[config.mk]
export PLATFORM = sky130hd
export DESIGN_NAME = mult_arbiter
export DESIGN_NICKNAME = d
export VERILOG_FILES = /design/src/rtl/mult_ctrl_pkg.sv /design/src/rtl/mult_rr_arbiter.sv /design/src/rtl/mult_arbiter.sv
export SDC_FILE = /design/constraint.sdc
export NUM_CORES = 1
export LEC_CHECK = 0
export BUFFER_PORTS_ARGS = -buffer_cell sky130_fd_sc_hd__buf_2
export CORE_ASPECT_RATIO = 1.2
export CORE_MARGIN = 2
export CORE_UTILIZATION = 50
export DETAILED_ROUTE_END_ITERATION = 10
export HOLD_SLACK_MARGIN = 0.08
export PLACE_DENSITY = 0.82
export SETUP_SLACK_MARGIN = 0.5
export SYNTH_ARGS = -nofsm -noshare
export SYNTH_HDL_FRONTEND = slang
export SYNTH_HIERARCHICAL = 1
export SYNTH_SLANG_ARGS = --single-unit
export TNS_END_PERCENT = 30
[constraint.sdc]
create_clock -name clk -period 4.67 [get_ports clk]
set_clock_uncertainty 0.15 [all_clocks]
set_input_delay 0.467 -clock clk [delete_from_list [all_inputs] [get_ports clk]]
set_output_delay 0.467 -clock clk [all_outputs]
set_load 0.05 [all_outputs]
[src/rtl/mult_ctrl_pkg.sv]
// Shared op codes, FSM states and result selection for the multiplier sequencer.
// Pure combinational helpers; no state.
package mult_ctrl_pkg;

    typedef enum logic [1:0] {
        OP_MULS_LO = 2'b00,
        OP_MULS_HI = 2'b01,
        OP_MULU_HI = 2'b10,
        OP_FIXP    = 2'b11
    } op_e;

    typedef enum logic [1:0] {
        ST_IDLE  = 2'b00,
        ST_WAIT  = 2'b01,
        ST_RESP  = 2'b10,
        ST_DRAIN = 2'b11
    } state_e;

    localparam int unsigned MUL_LAT_DEF  = 2;
    localparam int unsigned FP_SHIFT_DEF = 16;

    // y is the signed product; the unsigned high word is recovered by adding
    // back each operand wherever the other one was negative.
    function automatic logic [31:0] sel_result(input op_e         op,
                                               input logic [63:0] y,
                                               input logic [31:0] a,
                                               input logic [31:0] b,
                                               input int unsigned fp_shift);
        logic [63:0] w_fix;
        logic [31:0] w_res;
        w_fix = y >> fp_shift;
        w_res = y[31:0];
        case (op)
            OP_MULS_LO: w_res = y[31:0];
            OP_MULS_HI: w_res = y[63:32];
            OP_MULU_HI: w_res = y[63:32] + (a[31] ? b : 32'd0) + (b[31] ? a : 32'd0);
            OP_FIXP:    w_res = w_fix[31:0];
            default:    w_res = y[31:0];
        endcase
        return w_res;
    endfunction

endpackage

[src/rtl/mult_rr_arbiter.sv]
// Two-way round-robin pick: contended requests go to the side not granted last.
// Combinational, zero latency; no grant when i_en is low.
module mult_rr_arbiter (
    input  logic [1:0] i_valid,
    input  logic       i_last_grant,
    input  logic       i_en,
    output logic [1:0] o_grant
);

    always_comb begin
        o_grant = 2'b00;
        if (i_en) begin
            case (i_valid)
                2'b01:   o_grant = 2'b01;
                2'b10:   o_grant = 2'b10;
                2'b11:   o_grant = i_last_grant ? 2'b01 : 2'b10;
                default: o_grant = 2'b00;
            endcase
        end
    end

endmodule

[src/rtl/mult_arbiter.sv]
// Sequences one external 2-cycle multiplier between two requesters, one op in flight.
// Accept at N, response pulse at N+3; requesters are held off (ready low) while busy or flushing.
module mult_arbiter
    import mult_ctrl_pkg::*;
#(
    parameter int unsigned MUL_LAT  = MUL_LAT_DEF,
    parameter int unsigned FP_SHIFT = FP_SHIFT_DEF
) (
    input  logic        clk,
    input  logic        reset,
    input  logic        flush,
    input  logic        req0_valid,
    input  logic [31:0] req0_a,
    input  logic [31:0] req0_b,
    input  logic [1:0]  req0_op,
    output logic        req0_ready,
    input  logic        req1_valid,
    input  logic [31:0] req1_a,
    input  logic [31:0] req1_b,
    input  logic [1:0]  req1_op,
    output logic        req1_ready,
    output logic        resp0_valid,
    output logic [31:0] resp0_data,
    output logic        resp1_valid,
    output logic [31:0] resp1_data,
    output logic [31:0] mul_a,
    output logic [31:0] mul_b,
    output logic        mul_start,
    input  logic [63:0] mul_y,
    input  logic        mul_done
);

    if (MUL_LAT < 1) begin : g_bad_lat
        $error("MUL_LAT must be at least 1");
    end

    state_e      r_state;
    logic        r_last_grant;
    logic        r_owner;
    op_e         r_op;
    logic [31:0] r_a;
    logic [31:0] r_b;
    logic [31:0] r_resp_data;
    logic        r_resp0_vld;
    logic        r_resp1_vld;

    logic        w_grant_en;
    logic [1:0]  w_grant;
    logic        w_gnt_any;
    logic        w_gnt_sel;
    logic [1:0]  w_op;

    // Reset also gates the grant so nothing is accepted while it is held.
    assign w_grant_en = ((r_state == ST_IDLE) || (r_state == ST_RESP)) && !flush && !reset;

    mult_rr_arbiter u_rr (
        .i_valid      ({req1_valid, req0_valid}),
        .i_last_grant (r_last_grant),
        .i_en         (w_grant_en),
        .o_grant      (w_grant)
    );

    assign w_gnt_any  = |w_grant;
    assign w_gnt_sel  = w_grant[1];
    assign w_op       = w_gnt_sel ? req1_op : req0_op;

    assign mul_start  = w_gnt_any;
    assign mul_a      = w_gnt_sel ? req1_a : req0_a;
    assign mul_b      = w_gnt_sel ? req1_b : req0_b;
    assign req0_ready = w_grant[0];
    assign req1_ready = w_grant[1];

    assign resp0_valid = r_resp0_vld;
    assign resp1_valid = r_resp1_vld;
    assign resp0_data  = r_resp_data;
    assign resp1_data  = r_resp_data;

    always_ff @(posedge clk) begin
        if (reset) begin
            r_state      <= ST_IDLE;
            r_last_grant <= 1'b1;
            r_owner      <= 1'b0;
            r_op         <= OP_MULS_LO;
            r_a          <= 32'd0;
            r_b          <= 32'd0;
            r_resp_data  <= 32'd0;
            r_resp0_vld  <= 1'b0;
            r_resp1_vld  <= 1'b0;
        end else begin
            r_resp0_vld <= 1'b0;
            r_resp1_vld <= 1'b0;
            case (r_state)
                ST_IDLE, ST_RESP: begin
                    if (w_gnt_any) begin
                        r_owner      <= w_gnt_sel;
                        r_last_grant <= w_gnt_sel;
                        r_op         <= op_e'(w_op);
                        r_a          <= mul_a;
                        r_b          <= mul_b;
                        r_state      <= ST_WAIT;
                    end else begin
                        r_state <= ST_IDLE;
                    end
                end
                ST_WAIT: begin
                    // A done coinciding with flush is already consumed, so skip DRAIN.
                    if (flush) begin
                        r_state <= mul_done ? ST_IDLE : ST_DRAIN;
                    end else if (mul_done) begin
                        r_resp_data <= sel_result(r_op, mul_y, r_a, r_b, FP_SHIFT);
                        r_resp0_vld <= !r_owner;
                        r_resp1_vld <= r_owner;
                        r_state     <= ST_RESP;
                    end
                end
                ST_DRAIN: begin
                    // Flush does not extend the drain; only the stale done ends it.
                    if (mul_done) begin
                        r_state <= ST_IDLE;
                    end
                end
                default: r_state <= ST_IDLE;
            endcase
        end
    end

endmodule

==> flow_metrics.env, run 1 <==
export IMPL_placementRows=51
export IMPL_port_buffers=334
export IMPL_hp_class="input port to flip-flop"
export IMPL_grt_pass1_wl_um=47070
export IMPL_core_area_um2=16270
export IMPL_total_power_mw=2.653
export IMPL_io_pins=335
export IMPL_worst_pin_slew_ns=0.9383
export IMPL_die_area_um2=17660
export IMPL_ys_ff_latch=104
export IMPL_status="finished clean"
export IMPL_start_util_pct=51.03
export IMPL_met3_usage_pct=3.027
export IMPL_grt_max_degree=86
export IMPL_yosys_warnings=6
export IMPL_htreeDepth=3
export IMPL_final_max_slew_viol_count=0
export IMPL_viasPerCell=5.916
export IMPL_syn_inst=1008
export IMPL_cts_buffer_depth=2
export IMPL_antenna_found_initial=0
export IMPL_cts_buffers=9
export IMPL_fin_hold_ws_ns=0.2034
export IMPL_via_count=8755
export IMPL_netlist_area_um2=8303
export IMPL_grt_busiest_layer="met2"
export IMPL_cts_tree="done"
export IMPL_crit_path_frequent_cell="a21oi_1"
export IMPL_cp_top_family="compound AO/OA/AOI/OAI gates"
export IMPL_insertion_delay_ns=0.36
export IMPL_finalSetupViolCount=0
export IMPL_path_buf_inv=1
export IMPL_totalWireLength_um=30910
export IMPL_cap_violations=0
export IMPL_gp_congestion=0.9673
export IMPL_synthArstFlopShare_pct=0
export IMPL_overflow=0
export IMPL_syn_area_per_cell_um2=8.237
export IMPL_wl_per_cell_um=20.89
export IMPL_cts_setup_buffers=0
export IMPL_area_delta_synth_final_pct=22.60
export IMPL_post_route_period_util_pct=85.41
export IMPL_yosysSeqAreaShare_pct=25.08
export IMPL_peakVddDrop_mv=0.1851
export IMPL_clock_sinks=104
export IMPL_rsz0062_at_grt="false"
export IMPL_use_met1_pct=43.62
export IMPL_start_kind="flip-flop"
export IMPL_drc=0
export IMPL_cellPowerDensity_nw_per_um2=260.6
export IMPL_cts_root_buffer="clkbuf_16"
export IMPL_max_slew_margin_pct=37.45
export IMPL_yosysUniqueCellTypes=59
export IMPL_multiInputGateArea_um2=5720
export IMPL_cp_end_kind="flip-flop"
export IMPL_ys_dominant_reg_cell="dfxtp_1"
export IMPL_cp_required_ns=4.77
export IMPL_register_area_um2=2085
export IMPL_nNetsFinal=1527
export IMPL_postPlaceCellArea_um2=9868
export IMPL_cpPeakStageDelay_ns=0.61
export IMPL_max_clock_freq_mhz=250.7
export IMPL_crit_chain="buf_4, and2_1, fa_1, ha_1, a21oi_1, o21ai_0, a21oi_1, nand2_1, xor2_1, mux4_2, a22o_1"
export IMPL_grtUsageTotal_pct=34.64
export IMPL_path_max_fanout=18
export IMPL_num_fill_cells=1498
export IMPL_first_pass_iters=8
export IMPL_die_x_um=121.6
export IMPL_setup_tns_ns=0
export IMPL_drtAntennaViolNets=0
export IMPL_met2_usage_pct=57.75
export IMPL_fin_area_um2=10180
export IMPL_cts_reportedPaths_clkPinSlew_ns=0.07
export IMPL_synth_fp_nets=1272
export IMPL_antenna_cells=0
export IMPL_place_hpwl_um=25080
export IMPL_hold_violations=0
export IMPL_cp_arrival_ns=4.09
export IMPL_leakage_nw=4.612
export IMPL_die_h_um=145.2
export IMPL_drt_iter0_markers=656
export IMPL_synth_edff_count=0
export IMPL_min_period_ns=3.989
export IMPL_critical_path_slowest_cell="dfxtp_1"
export IMPL_drive_gt1_share_pct=35.73
export IMPL_critPathKind="flip-flop to flip-flop"
export IMPL_grt_pass1_vias=8461
==> area by class of cell <==
| type | count | area share, % |
|---|---|---|
| Clock buffer | 10 | 2.348 |
| Clock inverter | 6 | 0.7006 |
| Inverter | 8 | 0.2950 |
| Multi-Input combinational cell | 793 | 56.19 |
| Sequential cell | 104 | 20.48 |
| Tap cell | 212 | 2.606 |
| Timing Repair Buffer | 347 | 17.38 |
==> cells in the mapped netlist, drive strengths merged, types with 3 or more instances <==
cell,number,area (um^2)
a211o,3,26.28
a211oi,12,90.09
a21boi,3,22.52
a21o,13,97.59
a21oi,55,275.3
a221o,3,30.03
a22o,3,26.28
a22oi,3,22.52
a31oi,3,33.78
and2,64,400.4
and3,5,31.28
and4,3,26.28
buf,42,282.8
clkbuf,61,229.0
dfxtp,104,2082
fa,32,640.6
ha,30,375.4
inv,8,30.03
mux2,69,777.0
mux2i,17,170.2
mux4,12,270.3
nand2,62,232.7
nand2b,4,25.02
nand3,8,40.04
nand4,7,43.79
nor2,116,435.4
nor2b,5,31.28
nor3,150,750.7
nor4,4,25.02
o211ai,6,45.04
o21a,3,22.52
o21ai,35,175.2
o21bai,5,37.54
o22ai,5,31.28
o311a,3,30.03
o311ai,3,26.28
xnor2,12,105.1
xor2,11,96.34
==> cells in the final DEF (no fill, tap or decap), types with 3 or more instances in the layout <==
cell type / count
nor4_1: 4
fa_1: 32
buf_2: 334
nand2_1: 62
nand2b_1: 4
clkbuf_16: 9
mux2_2: 69
inv_1: 8
o21bai_1: 5
o22ai_1: 5
dfxtp_1: 102
a22oi_1: 3
a211o_1: 3
a221o_1: 3
nand4_1: 7
ha_1: 30
o21ai_0: 31
o311a_1: 3
and4_1: 3
a22o_1: 3
a21o_1: 13
a21boi_0: 3
a21oi_1: 54
nor3_1: 150
nor2_1: 114
o21a_1: 3
and3_1: 5
mux4_2: 12
o211ai_1: 6
a211oi_1: 12
buf_4: 13
and2_1: 64
o311ai_0: 3
mux2i_1: 17
xnor2_1: 12
o21ai_1: 4
nand3_1: 8
nor2b_1: 5
xor2_1: 11
==> sequential cells by signal (all words and copies together), names as in the netlist <==
signal and count:
r_b 32, r_op 2, r_state 2, r_owner 1, r_a 32, r_last_grant 1
resp0_data 32, resp1_valid 1, resp0_valid 1
==> power by group <==
group	switching, mW	internal [mW]
clock	0.394	0.396
combinational	0.581	0.296
sequential	0.0437	0.942
==> what timing repair did <==
item                                    CTS  global route
endpoints found under the setup margin    0            12
gates resized for setup                   0             1
hold buffers                              0             0
==> through the flow <==
step	cells	setup WS, ns	util, %
2_1_floorplan	1008	0.5154	-
4_1_cts	1480	0.5337	62.55
3_5_place_dp	1464	0.5400	60.65
6_report	1480	0.6813	62.56
3_3_place_gp	1464	0.5863	60.65
5_1_grt	1480	0.5333	62.56
==> metal layers <==
metal  vias to the layer above  wire length (um)
met5                         -                 0
met4                         0              1794
met3                        93              2101
met2                       447             14800
met1                      4136             12220
li1                       4079                 -
==> worst reg2reg max path, cell delays in order (launching register included) <==
cell	delay (ns)
dfxtp_1	0.61
buf_4	0.30
and2_1	0.20
fa_1	0.42
ha_1	0.44
a21oi_1	0.28
o21ai_0	0.19
a21oi_1	0.27
nand2_1	0.17
xor2_1	0.18
mux4_2	0.46
a22o_1	0.21
==> path summary, 6_finish.rpt <==
check	start	endpoint	slack, ns	cells past startpoint
min reg2reg	resp0_data[16]	resp0_data[16]	0.33	2
max reg2reg	r_a[31]	resp0_data[14]	0.68	11
min	mul_done	r_state[0]	0.20	2
max	r_a[31]	resp0_data[14]	0.68	11
==> kinds of logic after synthesis <==
kind of cell             share of synthesized area (%)
XOR/XNOR                                         2.426
adder cells (fa/ha/maj)                          12.24
buffers and inverters                            6.525
flip-flops                                       25.08
multiplexers                                     14.66
AO/OA/AOI/OAI                                    13.89
AND/OR/NAND/NOR                                  25.18
Power figures use the tool's default switching activity.
==> inputs of run 2 (changes only) <==
Settings changed: CORE_AREA set to 2 2 131 133, CORE_ASPECT_RATIO 1.2 to unset, CORE_MARGIN 2 to unset, CORE_UTILIZATION 50 to unset, DIE_AREA set to 0 0 133 135, PLACE_DENSITY 0.82 to 0.9.
Clock period 4.67 ns to 4.9 ns, I/O delays scaled along.
==> run 2 against run 1 <==
Against the previous run: die area increased by 1.7%; core utilization decreased by 0.43 points; via count increased by 0.24%; critical path depth decreased by 1; maximum frequency decreased by 4.1%; global-route usage about the same; first-iteration DRC count increased by 18%.
==> flow_metrics.env, run 2 (synthesized netlist as in run 1, its figures left out) <==
export IMPL_max_clock_freq_mhz=240.5
export IMPL_regToRegSetupSlack_ns=0.74
export IMPL_core_area_um2=16410
export IMPL_hp_class="input port to flip-flop"
export IMPL_cp_arrival_ns=4.28
export IMPL_die_h_um=135
export IMPL_hold_buffers=0
export IMPL_placementRows=47
export IMPL_overflow=0
export IMPL_peakVddDrop_mv=0.1810
export IMPL_cp_end_kind="flip-flop"
export IMPL_reg2reg_depth=10
export IMPL_cts_resized=0
export IMPL_area_delta_synth_final_pct=22.77
export IMPL_leakage_nw=4.612
export IMPL_first_pass_iters=5
export IMPL_post_route_period_util_pct=84.86
export IMPL_via_count=8776
export IMPL_cts_tree="done"
export IMPL_cts_root_buffer="clkbuf_16"
export IMPL_final_max_slew_viol_count=0
export IMPL_cellPowerDensity_nw_per_um2=248.0
export IMPL_viasPerCell=5.886
export IMPL_cts_reportedPaths_clkPinSlew_ns=0.08
export IMPL_insertion_delay_ns=0.37
export IMPL_start_util_pct=50.61
export IMPL_cts_buffer_depth=2
export IMPL_cts_setup_buffers=0
export IMPL_grt_max_degree=73
export IMPL_final_common_cell="buf_2"
export IMPL_drc=0
export IMPL_clock_sinks=104
export IMPL_totalWireLength_um=31470
export IMPL_port_buffers=334
export IMPL_dp_cells=1472
export IMPL_gp_congestion=0.9990
export IMPL_grt_pass1_vias=8291
export IMPL_hold_violations=0
export IMPL_holdPathStages=2
export IMPL_start_kind="flip-flop"
export IMPL_die_area_um2=17960
export IMPL_wl_per_cell_um=21.11
export IMPL_total_power_mw=2.528
export IMPL_path_max_fanout=32
export IMPL_nNetsFinal=1527
export IMPL_cp_required_ns=5.02
export IMPL_drive_gt1_share_pct=35.65
export IMPL_finalSetupViolCount=0
export IMPL_worst_pin_slew_ns=0.8776
export IMPL_final_util_pct=62.13
export IMPL_htreeDepth=3
export IMPL_max_slew_margin_pct=41.42
export IMPL_final_cell_mix="buf_2 (334), nor3_1 (150), nor2_1 (114)"
export IMPL_cap_violations=0
export IMPL_critPathKind="flip-flop to flip-flop"
export IMPL_min_period_ns=4.158
export IMPL_cts_buffers=9
export IMPL_multiInputGateArea_um2=5720
export IMPL_grtUsageTotal_pct=34.61
export IMPL_register_area_um2=2083
export IMPL_grt_pass1_wl_um=47430
export IMPL_status="finished clean"
export IMPL_die_x_um=133
export IMPL_num_fill_cells=1413
export IMPL_io_pins=335
export IMPL_place_hpwl_um=25460
export IMPL_rsz0062_at_grt="false"
export IMPL_fin_cells=1491
export IMPL_antenna_found_initial=2
export IMPL_drtAntennaViolNets=0
export IMPL_drt_iter0_markers=773
export IMPL_setup_tns_ns=0
==> run 2: layout make-up <==
class / instances / area share, %
Timing Repair Buffer: 347 / 17.36
Inverter: 8 / 0.2946
Sequential cell: 104 / 20.44
Antenna cell: 3 / 0.07365
Clock buffer: 9 / 2.209
Clock inverter: 7 / 0.8101
Tap cell: 220 / 2.700
Multi-Input combinational cell: 793 / 56.12
==> run 2: power by group <==
group	total (mW)	leakage (nW)	internal, mW	switching (mW)
registers	0.944	0.849	0.898	0.0468
clock network	0.750	0.151	0.365	0.385
logic	0.834	3.61	0.282	0.552
==> run 2: path summary, 6_finish.rpt <==
check,from,end
max reg2reg,r_b[31],resp0_data[11]
max,r_b[31],resp0_data[11]
min,mul_done,r_state[0]
min reg2reg,r_b[7],r_b[7]
==> run 2: metal layers <==
layer / wire length [um] / vias up / part of all wire, % / track usage [%]
met4: 1513 / 0 / 4.8 / 18.04
met3: 2926 / 87 / 9.3 / 6.044
met1: 12820 / 4096 / 41 / 46.08
met5: 0 / - / 0 / 0
li1: - / 4088 / - / -
met2: 14210 / 505 / 45 / 54.09
==> run 2: critical path: stages (launching register included) <==
cell and delay [ns]:
dfxtp_1 0.90, and2_1 0.25, fa_1 0.42, ha_1 0.24, fa_1 0.41, a21o_1 0.22
a221o_1 0.43, a31oi_4 0.26, xnor2_1 0.09, mux4_2 0.46, a22o_1 0.20
==> run 2: through the flow <==
stage	worst slack (ns)	cell area [um^2]	hold slack, ns
2_1_floorplan	0.6994	8303	0.2569
3_3_place_gp	0.8488	9878	0.3043
3_5_place_dp	0.7695	9878	0.3320
4_1_cts	0.7512	10190	0.1917
5_1_grt	0.5068	10190	0.2209
6_report	0.7419	10190	0.1959
==> inputs of run 3 (changes only) <==
Settings changed: ABC_AREA set to 1, CORE_AREA 2 2 131 133 to unset, CORE_ASPECT_RATIO set to 1.2, CORE_MARGIN set to 2, CORE_UTILIZATION set to 51, DIE_AREA 0 0 133 135 to unset.
Clock period 4.9 ns to 4.1 ns, I/O delays scaled along.
==> run 3 against run 2 <==
Against the previous run: die area up 2.3%; clock power up 23%; critical path depth up 7; synthesized cell count up 44%; flip-flop and latch count unchanged; design area up 4.7%; sequential share of layout area down 0.90 points; clock-buffer cell count unchanged; via count up 17%; global-route usage up 3.0 points; register-to-register slack better by 0.07 ns.
==> flow_metrics.env, run 3 <==
export IMPL_synth_top_cell_area_share_pct=23.61
export IMPL_leakage_nw=6.204
export IMPL_io_pins=335
export IMPL_synthArstFlopShare_pct=0
export IMPL_final_common_cell="nand2_1"
export IMPL_hold_buffers=0
export IMPL_clock_sinks=104
export IMPL_cts_setup_buffers=0
export IMPL_syn_area_per_cell_um2=6.085
export IMPL_htreeDepth=3
export IMPL_max_slew_margin_pct=33.57
export IMPL_yosysSeqAreaShare_pct=23.61
export IMPL_finalSetupViolCount=0
export IMPL_num_fill_cells=1632
export IMPL_drtAntennaViolNets=0
export IMPL_peakVddDrop_mv=0.2541
export IMPL_synthSimpleGateAreaFrac_pct=35.39
export IMPL_final_cell_mix="nand2_1 (550), buf_2 (334), inv_1 (170)"
export IMPL_grt_max_degree=78
export IMPL_port_buffers=334
export IMPL_min_delay_start="req0_op[0]"
export IMPL_place_ws_ns=0.6064
export IMPL_nNetsFinal=1974
export IMPL_multiInputGateArea_um2=5545
export IMPL_totalWireLength_um=34300
export IMPL_drive_gt1_share_pct=24.55
export IMPL_core_area_um2=16920
export IMPL_synthMuxAreaShare_pct=0
export IMPL_hp_class="input port to flip-flop"
export IMPL_netlist_area_um2=8817
export IMPL_cap_violations=0
export IMPL_drc=0
export IMPL_synth_fa_ha_area_share_pct=11.52
export IMPL_wl_per_cell_um=17.75
export IMPL_max_clock_freq_mhz=304.3
export IMPL_cp_end_kind="flip-flop"
export IMPL_min_period_ns=3.286
export IMPL_die_area_um2=18360
export IMPL_yosysUniqueCellTypes=38
export IMPL_final_util_pct=63.08
export IMPL_placementRows=52
export IMPL_synth_top_family_by_area="simple AND/OR/NAND/NOR gates"
export IMPL_netlist_top_cells_count="nand2_1 (550), inv_1 (172), nor2_1 (124), dfxtp_1 (104), o21ai_0 (90)"
export IMPL_grtUsageTotal_pct=37.62
export IMPL_timing_rr_start="r_a[31]"
export IMPL_via_count=10300
export IMPL_register_area_um2=2085
export IMPL_insertion_delay_ns=0.36
export IMPL_drt_iter0_markers=1069
export IMPL_fin_hold_ws_ns=0.1710
export IMPL_path_max_fanout=17
export IMPL_antenna_found_initial=1
export IMPL_viasPerCell=5.330
export IMPL_yosysTopAreaCell="dfxtp_1"
export IMPL_start_util_pct=52.12
export IMPL_synth_compound_area_share_pct=15.57
export IMPL_post_route_period_util_pct=80.15
export IMPL_synthXorXnorAreaFrac_pct=0.1987
export IMPL_grt_pass1_vias=9665
export IMPL_place_hpwl_um=28570
export IMPL_ys_dominant_reg_cell="dfxtp_1"
export IMPL_start_kind="flip-flop"
export IMPL_startpoint="r_a[31]"
export IMPL_cts_root_buffer="clkbuf_16"
export IMPL_cp_arrival_ns=3.38
export IMPL_setup_ws_ns=0.8140
export IMPL_yosysMostFrequentCell="nand2_1"
export IMPL_final_max_slew_viol_count=0
export IMPL_cts_tree="done"
export IMPL_cp_required_ns=4.19
export IMPL_area_delta_synth_final_pct=21.02
export IMPL_die_x_um=124.0
export IMPL_overflow=0
export IMPL_gp_congestion=1.013
export IMPL_rsz0062_at_grt="false"
export IMPL_synth_fp_nets=1713
export IMPL_die_h_um=148.0
export IMPL_grt_pass1_wl_um=52080
export IMPL_ys_ff_latch=104
export IMPL_syn_inst=1449
export IMPL_setup_tns_ns=0
export IMPL_status="finished clean"
export IMPL_worst_pin_slew_ns=0.9949
export IMPL_cts_reportedPaths_clkPinSlew_ns=0.08
export IMPL_cts_buffer_depth=2
export IMPL_critPathKind="flip-flop to flip-flop"
export IMPL_cts_buffers=9
export IMPL_cts_resized=0
export IMPL_ys_top_cells_by_area="dfxtp_1 (24%), nand2_1 (23%), inv_1 (7.3%), fa_1 (7.3%), nor2_1 (5.3%)"
export IMPL_first_pass_iters=6
export IMPL_hold_violations=0
export IMPL_cellPowerDensity_nw_per_um2=284.6
export IMPL_yosys_warnings=6
export IMPL_synth_edff_count=0
==> run 3: cell count changes after synthesis, sizes merged, moves of 20 or more <==
cell and change:
nand2 +505, nand3 +41, nor3 -142, inv +173, o21ai +56, and2 -62
mux2 -69, a31oi +38, clkbuf -20, a221oi +20
==> run 3: worst paths after layout <==
path	depth (start not counted)	slack (ns)	end
setup / recovery	17	0.81	resp0_data[17]
hold / removal	3	0.17	r_op[0]
setup reg to reg	17	0.81	resp0_data[17]
hold reg to reg	2	0.32	resp0_data[19]
==> run 3: final cells by class <==
type,instances,area share (%)
diodes,1,0.02345
clock buffers,9,2.111
clock inverters,7,0.8326
inverters,181,6.367
multi-input cells,1068,51.97
flip-flops and latches,104,19.54
well taps,216,2.533
repair buffers,346,16.63
==> run 3: logic make-up (layout without fill, tap and decap cells) <==
| kind of cell | after synthesis | count (layout) |
|---|---|---|
| simple gates | 772 | 772 |
| flops | 104 | 104 |
| xor+xnor | 2 | 2 |
| other cells | 0 | 1 |
| buf+inv | 277 | 543 |
| fa+ha+maj | 62 | 62 |
| compound gates | 232 | 232 |
==> run 3: power by group <==
part / internal (mW) / switching, mW
Combinational: 0.291 / 0.707
Sequential: 1.07 / 0.0469
Clock: 0.488 / 0.432
==> run 3: metrics by stage <==
stage	cells	area, um^2	power [mW]
final	1932	10670	3.037
after CTS	1931	10660	3.025
after detailed placement	1915	10350	2.122
after global placement	1915	10350	2.112
after floorplan	1449	8817	1.786
after global routing	1932	10670	3.154
==> run 3: per-layer routing <==
| layer | up-vias | track usage (%) | wire length [um] |
|---|---|---|---|
| met4 | 0 | 17.53 | 1731 |
| met3 | 88 | 3.935 | 2484 |
| met5 | - | 0 | 0 |
| met1 | 4594 | 47.87 | 13380 |
| met2 | 543 | 63.38 | 16700 |
| li1 | 5073 | - | - |
==> run 3: critical path, cell delays in order, from the launching register on <==
cell and delay [ns]:
dfxtp_2 0.40, buf_4 0.23, nand2_1 0.07, inv_1 0.05
fa_1 0.42, ha_1 0.24, fa_2 0.41, nand3_1 0.12
nand3_2 0.13, nand2_1 0.09, nand2_1 0.07, nand2_1 0.08
nand2_2 0.07, or2_1 0.21, nand3_1 0.18, nand2_1 0.07
o21ai_1 0.08, a21oi_1 0.08
